--- config.mk ---
export PLATFORM = sky130hd
export DESIGN_NAME = bus_cycle_seq
export DESIGN_NICKNAME = d
export VERILOG_FILES = /design/src/rtl/bus_cycle_seq.sv
export SDC_FILE = /design/constraint.sdc
export NUM_CORES = 1
export LEC_CHECK = 0
export ABC_CLOCK_PERIOD_IN_PS = 6610
export CAP_MARGIN = 20
export CORE_MARGIN = 8
export CORE_UTILIZATION = 48
export DETAILED_ROUTE_END_ITERATION = 8
export PLACE_DENSITY_LB_ADDON = 0.08
export SKIP_LAST_GASP = 1
export SYNTH_ARGS = -nofsm -noshare
export SYNTH_HDL_FRONTEND = slang
export SYNTH_SLANG_ARGS = --single-unit
--- constraint.sdc ---
create_clock -name x1 -period 6.61 [get_ports x1]
set_clock_uncertainty 0.2 [all_clocks]
set_input_delay 0.661 -clock x1 [delete_from_list [all_inputs] [get_ports x1]]
set_output_delay 0.661 -clock x1 [all_outputs]
set_load 0.02 [all_outputs]
--- src/rtl/bus_cycle_seq.sv ---
// Machine-cycle T-state sequencer for an 8085-compatible core.
// Drives ALE, strobes, status and the multiplexed AD bus from x1.
module bus_cycle_seq #(
    parameter int FETCH_T    = 4,
    parameter int WAIT_LIMIT = 0
) (
    input  logic        x1,
    input  logic        resetn_in,
    input  logic        req,
    input  logic [2:0]  cyc,
    input  logic [15:0] addr,
    input  logic [7:0]  wdata,
    output logic        ack,
    output logic        done,
    output logic [7:0]  rdata,
    input  logic        ready,
    input  logic        hold,
    output logic        hlda,
    output logic        ale,
    output logic        rd_n,
    output logic        wr_n,
    output logic        inta_n,
    output logic        io_m,
    output logic        s1,
    output logic        s0,
    output logic [7:0]  a_hi,
    output logic        a_oe,
    output logic [7:0]  ad_out,
    output logic        ad_oe,
    input  logic [7:0]  ad_in,
    output logic [2:0]  t_state,
    output logic        wait_to
);

    typedef enum logic [2:0] {
        S_IDLE = 3'd0,
        S_T1   = 3'd1,
        S_T2   = 3'd2,
        S_TW   = 3'd3,
        S_T3   = 3'd4,
        S_T4   = 3'd5,
        S_HOLD = 3'd6
    } state_t;

    localparam logic [2:0] XLAST = 3'(FETCH_T - 4);
    localparam logic [7:0] WLIM  = 8'(WAIT_LIMIT);

    state_t      state, state_n;
    logic        ph;
    logic [2:0]  cyc_q;
    logic [15:0] addr_q;
    logic [7:0]  wdata_q;
    logic [7:0]  rdata_q;
    logic        ack_q, done_q, wto_q;
    logic [7:0]  wcnt;
    logic [2:0]  xcnt;
    logic        acc, take, fin, lim_hit;
    logic        cyc_ok, is_wr, is_rd, in_cyc, win;
    logic [2:0]  stat;

    assign cyc_ok = (cyc <= 3'd5);
    assign is_wr  = (cyc_q == 3'd2) || (cyc_q == 3'd4);
    assign is_rd  = (cyc_q == 3'd0) || (cyc_q == 3'd1) || (cyc_q == 3'd3);

    // Transitions happen only at the end of a T-state (ph=1 half).
    always_comb begin
        state_n = state;
        acc     = 1'b0;
        take    = 1'b0;
        fin     = 1'b0;
        lim_hit = 1'b0;
        if (ph) begin
            unique case (state)
                S_T1: state_n = S_T2;
                S_T2: state_n = ready ? S_T3 : S_TW;
                S_TW: begin
                    if (WAIT_LIMIT > 0 && wcnt == WLIM) begin
                        state_n = S_T3;
                        lim_hit = 1'b1;
                    end else begin
                        state_n = ready ? S_T3 : S_TW;
                    end
                end
                S_T3: begin
                    if (cyc_q == 3'd0) begin
                        state_n = S_T4;
                    end else begin
                        fin = 1'b1;
                        acc = 1'b1;
                    end
                end
                S_T4: begin
                    if (xcnt == XLAST) begin
                        fin = 1'b1;
                        acc = 1'b1;
                    end
                end
                default: acc = 1'b1;
            endcase
            if (acc) begin
                if (hold) begin
                    state_n = S_HOLD;
                end else if (req && cyc_ok) begin
                    state_n = S_T1;
                    take    = 1'b1;
                end else begin
                    state_n = S_IDLE;
                end
            end
        end
    end

    always_ff @(posedge x1 or negedge resetn_in) begin
        if (!resetn_in) begin
            state   <= S_IDLE;
            ph      <= 1'b0;
            cyc_q   <= 3'd0;
            addr_q  <= 16'd0;
            wdata_q <= 8'd0;
            rdata_q <= 8'd0;
            ack_q   <= 1'b0;
            done_q  <= 1'b0;
            wto_q   <= 1'b0;
            wcnt    <= 8'd0;
            xcnt    <= 3'd0;
        end else begin
            ph     <= ~ph;
            state  <= state_n;
            ack_q  <= take;
            done_q <= fin;
            if (take) begin
                cyc_q   <= cyc;
                addr_q  <= addr;
                wdata_q <= wdata;
            end
            if (ph && state == S_T3 && !is_wr) rdata_q <= ad_in;
            if (ph && state_n == S_TW)
                wcnt <= (state == S_TW) ? wcnt + 8'd1 : 8'd1;
            if (ph && state == S_T3) xcnt <= 3'd0;
            else if (ph && state == S_T4) xcnt <= xcnt + 3'd1;
            if (lim_hit) wto_q <= 1'b1;
        end
    end

    assign in_cyc = (state == S_T1) || (state == S_T2) || (state == S_TW) ||
                    (state == S_T3) || (state == S_T4);
    assign win    = (state == S_T2) || (state == S_TW) || (state == S_T3);

    always_comb begin
        stat = 3'b000;
        if (in_cyc) begin
            unique case (cyc_q)
                3'd0:    stat = 3'b011;
                3'd1:    stat = 3'b010;
                3'd2:    stat = 3'b001;
                3'd3:    stat = 3'b110;
                3'd4:    stat = 3'b101;
                default: stat = 3'b111;
            endcase
        end
    end

    assign io_m    = stat[2];
    assign s1      = stat[1];
    assign s0      = stat[0];
    assign ack     = ack_q;
    assign done    = done_q;
    assign rdata   = rdata_q;
    assign wait_to = wto_q;
    assign hlda    = (state == S_HOLD);
    assign ale     = (state == S_T1) && !ph;
    assign rd_n    = !(win && is_rd);
    assign wr_n    = !(win && is_wr);
    assign inta_n  = !(win && cyc_q == 3'd5);
    assign a_oe    = in_cyc;
    assign a_hi    = addr_q[15:8];
    assign ad_oe   = (state == S_T1) || (win && is_wr);
    assign ad_out  = (state == S_T1) ? addr_q[7:0] : wdata_q;
    assign t_state = state;

endmodule

==> results of run 1 <==
area by class of cell:
type | count | area share
sequential | 44 | 0.364
multi-input combinational | 101 | 0.301
timing repair buffer | 79 | 0.263
clock buffer | 6 | 0.0273
tap | 52 | 0.0215
clock inverter | 2 | 0.0128
inverter | 9 | 0.0112
state kept, by name, indices dropped and copies added, names as in the netlist:
| register | count |
|---|---|
| t_state | 3 |
| wdata_q | 8 |
| addr_q | 16 |
| xcnt | 3 |
| cyc_q | 3 |
| ack | 1 |
| ph | 1 |
| done | 1 |
| rdata | 8 |
power by group:
| group | total (µW) | internal, µW | leakage, µW | switching [µW] |
|---|---|---|---|---|
| Combinational | 889 | 482 | 0.000766 | 406 |
| Clock | 211 | 123 | 0.0000614 | 87.7 |
| Sequential | 496 | 397 | 0.000527 | 99.3 |
logic make-up (layout without fill, tap and decap cells):
kind of cell / count (synthesis) / in the layout / share of synthesized area
other cells: 1 / 1 / 0.00173
buf+inv: 23 / 96 / 0.0743
flops: 44 / 44 / 0.507
simple gates: 32 / 32 / 0.0743
mux: 43 / 43 / 0.256
fa+ha+maj: 2 / 2 / 0.0115
compound gates: 22 / 22 / 0.0720
xor+xnor: 1 / 1 / 0.00403
through the flow:
step	util	area [µm²]	instances	hold slack (ps)	setup WS [ps]
6_report	0.695	3030	293	308	3220
5_1_grt	0.695	3030	293	322	3030
4_1_cts	0.691	3010	292	314	3150
3_5_place_dp	0.663	2890	284	289	3490
3_3_place_gp	0.663	2890	284	286	3540
2_1_floorplan	-	2170	168	165	4130
cell usage after synthesis (all sizes together):
cell type and instances:
o211ai 2, ha 2, a211oi 1, clkbuf 1, nor3 1, or4 1
a21oi 6, dfrtp 44, and2b 1, o21ai 5, buf 13, o211a 1
o31ai 2, a21o 1, xnor2 1, nor2 8, nand2 11, inv 9
conb 1, o21a 1, nand2b 4, o31a 1, nand4b 1, or3 2
o41ai 1, nand3 1, mux2 43, nor2b 2, a21boi 1
worst max-delay path, cell delays in order, from the launching register on:
cell             delay (ps)
dfrtp_1                 460
nand2b_1                240
nor2_1                  580
mux2_2                  410
clkdlybuf4s50_1         550
per-layer routing:
layer,vias up,global-route usage,part of all wire
met3,4,0.0635,0.073
met2,59,0.232,0.50
met5,-,0,0
li1,710,-,-
met1,739,0.168,0.42
met4,0,0.0431,0.0073
worst max-delay path by stage:
stage          slack [ps]         to
6_report             3220  ad_out[4]
5_1_grt              3030  ad_out[4]
4_1_cts              3150  ad_out[4]
3_5_place_dp         3490  ad_out[4]
3_3_place_gp         3540  ad_out[7]
2_1_floorplan        4130         s0
==> impl_metrics.json, run 1 <==
{
  "nFillCells": 317,
  "cts_setup_buffers": 0,
  "synthesis.area_mm2": 0.00217,
  "wl_per_cell_um": 16.8,
  "crit_path_start_kind": "register",
  "diodes": 0,
  "maxCapViolations": 0,
  "cts_resized": 0,
  "post-route-period-util": 0.513,
  "synth_cells": 168,
  "timing.final.hold_violations": 0,
  "core_area_mm2": 0.00435,
  "num-nets-final": 282,
  "numCtsBuffers": 5,
  "antenna_found_initial": 0,
  "syn_avg_cell_area_um2": 12.9,
  "finalPower_uw": 1600,
  "ff_latch_area_mm2": 0.00110,
  "fmax_ghz": 0.295,
  "tightest_slew_ps": 979,
  "cts_tree": "done",
  "slew_headroom": 0.339,
  "cp.arrival_ps": 2530,
  "min_path_type": "primary input to asynchronous set/reset pin",
  "dp_hpwl_mm": 3.76,
  "crit_required_ps": 5750,
  "reg2regPathDepth": 5,
  "drv_slew": 0,
  "r2r_start": "t_state[0]",
  "clk_latency_ps": 290,
  "path_max_fanout": 9,
  "worstSetupEndpointType": "primary output",
  "hold_buffers": 0,
  "dieArea_mm2": 0.00694,
  "grt_pass1_wl_mm": 8.21,
  "yosysWarningCount": 0,
  "grt_overflow_total": 0,
  "ant_nets": 0,
  "p_leak_uw": 0.00135,
  "track_usage": 0.144,
  "yosysUniqueCellTypes": 34,
  "layout_common_cells": "clkdlybuf4s50_1 (77), dfrtp_1 (44), mux2_2 (24)",
  "yosysTopAreaCellShare": 0.507,
  "die_x_um": 83.3,
  "drt_iter0_markers": 122,
  "drc_errors": 0,
  "ir_worst_vdd_uv": 246,
  "status": "finished, final reports clean",
  "ys_seq_area_frac": 0.507,
  "io_pins": 80,
  "fp.dieH_um": 83.3,
  "synth_area_leader_cell": "dfrtp_1",
  "layout_commonest_cell": "clkdlybuf4s50_1",
  "multiInputGateArea_um2": 911,
  "clk_path_buf_depth": 2,
  "grt_max_degree": 45,
  "drive_above_1_share": 0.241,
  "rrSetupSlack_ps": 4150,
  "area_growth_pct": 39.3,
  "gp_congestion": 0.861,
  "rsz0062_at_grt": "false",
  "syn_nets": 210,
  "first_pass_iters": 4,
  "crit_path_start": "t_state[1]",
  "start_util": 0.499,
  "setup_viol": 0,
  "wl_mm": 4.91,
  "tns_ps": 0,
  "r2r-end": "wdata_q[3]",
  "via_per_inst": 5.16,
  "num_vias": 1512,
  "cellPowerDensity_mw_per_mm2": 527,
  "yosys-top-cells-area": "dfrtp_1 (51%), mux2_4 (13%), mux2_2 (12%), buf_4 (3.1%), nand2_1 (1.9%)",
  "synth_seq_cells": 44,
  "root_buffer": "clkbuf_8",
  "cts.htree.levels": 2,
  "grt_pass1_vias": 1715,
  "rows": 24,
  "clock_sinks": 44,
  "clk_pin_slew_ps": 80,
  "port_buffers": 78,
  "crit_type": "register to primary output",
  "fin_crit_ps": 3390
}
Power figures use the tool's default switching activity.
==> run 2, diff against run 1 <==
ABC_CLOCK_PERIOD_IN_PS = 3200   (was 6610)
CORE_UTILIZATION = 44   (was 48)
clock period = 3.2 ns   (was 6.61 ns; I/O delays follow)
==> run 2 against run 1 <==
Against the previous run: critical path depth up 1; combinational power up 110%; register-to-register slack worse by 3500 ps; non-clock buffer count up 2; count of clock-buffer cells in the layout up 2; routed wire length down 1.8%; die area up 7.3%.
==> impl_metrics.json, run 2 (synthesis gave the netlist of run 1 again) <==
{
  "status": "finished, final reports clean",
  "port_buffers": 78,
  "core_area_mm2": 0.00475,
  "r2r-end": "wdata_q[3]",
  "clk_latency_ps": 290,
  "clock_sinks": 44,
  "maxCapViolations": 0,
  "cp.arrival_ps": 2260,
  "cts_tree": "done",
  "critPathBufInv": 2,
  "cellPowerDensity_mw_per_mm2": 1060,
  "crit_slowest_cell": "clkdlybuf4s50_1",
  "power.internal_uw": 1990,
  "crit_path_start_kind": "register",
  "num_vias": 1503,
  "crit_required_ps": 2680,
  "tns_ps": 0,
  "rsz0062_at_grt": "false",
  "grt_pass1_vias": 1691,
  "first_pass_iters": 4,
  "drt_iter0_markers": 48,
  "ir_worst_vdd_uv": 605,
  "root_buffer": "clkbuf_8",
  "p_leak_uw": 0.00134,
  "sw_frac_of_total": 0.379,
  "grt_max_degree": 45,
  "dieArea_mm2": 0.00744,
  "gp_congestion": 0.838,
  "dp_hpwl_mm": 3.72,
  "post-route-period-util": 0.867,
  "fp.dieH_um": 86.3,
  "antenna_found_initial": 0,
  "num-nets-final": 284,
  "slew_headroom": 0.375,
  "rows": 25,
  "largest-register": "addr_q",
  "diodes": 0,
  "grt_pass1_wl_mm": 7.96,
  "final_util": 0.635,
  "ant_nets": 0,
  "layout_common_cells": "clkdlybuf4s50_1 (77), dfrtp_1 (44), mux2_2 (24)",
  "die_x_um": 86.3,
  "cpPeakStageDelay_ps": 540,
  "combPwrFrac": 0.572,
  "start_util": 0.457,
  "r2r_start": "t_state[0]",
  "drv_slew": 0,
  "layout_commonest_cell": "clkdlybuf4s50_1",
  "clk_pin_slew_ps": 80,
  "reg2regPathDepth": 5,
  "path_max_fanout": 11,
  "min_path_type": "register to register",
  "fmax_ghz": 0.360,
  "area_growth_pct": 39.0,
  "finalPower_uw": 3210,
  "crit_chain": "or3_2, nand2_1, inv_1, o21a_1, clkdlybuf4s50_1",
  "track_usage": 0.134,
  "crit_type": "register to primary output",
  "worstSetupEndpointType": "primary output",
  "drc_errors": 0,
  "crit_end": "s0",
  "fin_crit_ps": 2780,
  "setup_viol": 0,
  "io_pins": 80,
  "drive_above_1_share": 0.235,
  "cpLargestDelayFamily": "simple AND/OR/NAND/NOR gates",
  "numCtsBuffers": 5,
  "crit_path_start": "t_state[2]",
  "clk_path_buf_depth": 2,
  "cp.depth": 5,
  "pwr-share-seq": 0.319,
  "tightest_slew_ps": 938,
  "clockPowerShare": 0.109,
  "rrSetupSlack_ps": 660,
  "cts_resized": 0,
  "largest_register_ffs": 16,
  "timing.final.hold_violations": 0,
  "cts.htree.levels": 2,
  "via_per_inst": 4.85,
  "wl_mm": 4.82,
  "wl_per_cell_um": 15.6,
  "p_sw_uw": 1220,
  "grt_overflow_total": 0
}
run 2: worst register-to-register path: stages (launching register included):
cell	delay, ps
dfrtp_1	490
or4_4	580
o211a_2	180
o211ai_4	150
buf_4	420
mux2_2	400
run 2: routing by layer:
metal	up-vias	global-route usage	part of all wire
li1	715	-	-
met1	725	0.156	0.43
met2	53	0.216	0.48
met3	10	0.0491	0.074
met4	0	0.0579	0.019
met5	-	0	0
run 2: layout make-up:
type	instances	area [µm²]
fill	385	1730
clock buffer	8	90.1
timing repair buffer	81	801
sequential	44	1100
tap	67	83.8
multi-input combinational	101	911
inverter	9	33.8
run 2: worst min-delay path by stage:
stage          cells after the start        from         end
2_1_floorplan                      0   resetn_in         ack
3_3_place_gp                       1  wdata_q[1]  wdata_q[1]
3_5_place_dp                       1  wdata_q[3]  wdata_q[3]
4_1_cts                            1  wdata_q[3]  wdata_q[3]
5_1_grt                            1   addr_q[5]   addr_q[5]
6_report                           1  wdata_q[3]  wdata_q[3]
run 2: power by group through the flow:
stage	registers, µW	clock network [µW]	logic (µW)
floorplan	1040	0	1160
global placement	1010	0	1820
detailed placement	1030	0	1850
CTS	1020	365	1860
global route	1070	390	1950
finish	1020	350	1830
run 2: through the flow:
| stage | setup WS [ps] | instance area, µm² | hold slack, ps | instances |
|---|---|---|---|---|
| final | 424 | 3020 | 307 | 310 |
| after global routing | 335 | 3020 | 328 | 310 |
| after CTS | 433 | 3020 | 310 | 310 |
| after detailed placement | 659 | 2920 | 292 | 301 |
| after global placement | 729 | 2920 | 285 | 301 |
| after floorplan | 746 | 2170 | -176 | 168 |
run 2: timing repair:
action	CTS	global route
buffers inserted	0	0
hold buffers	1	0
endpoints found under the hold margin	2	0
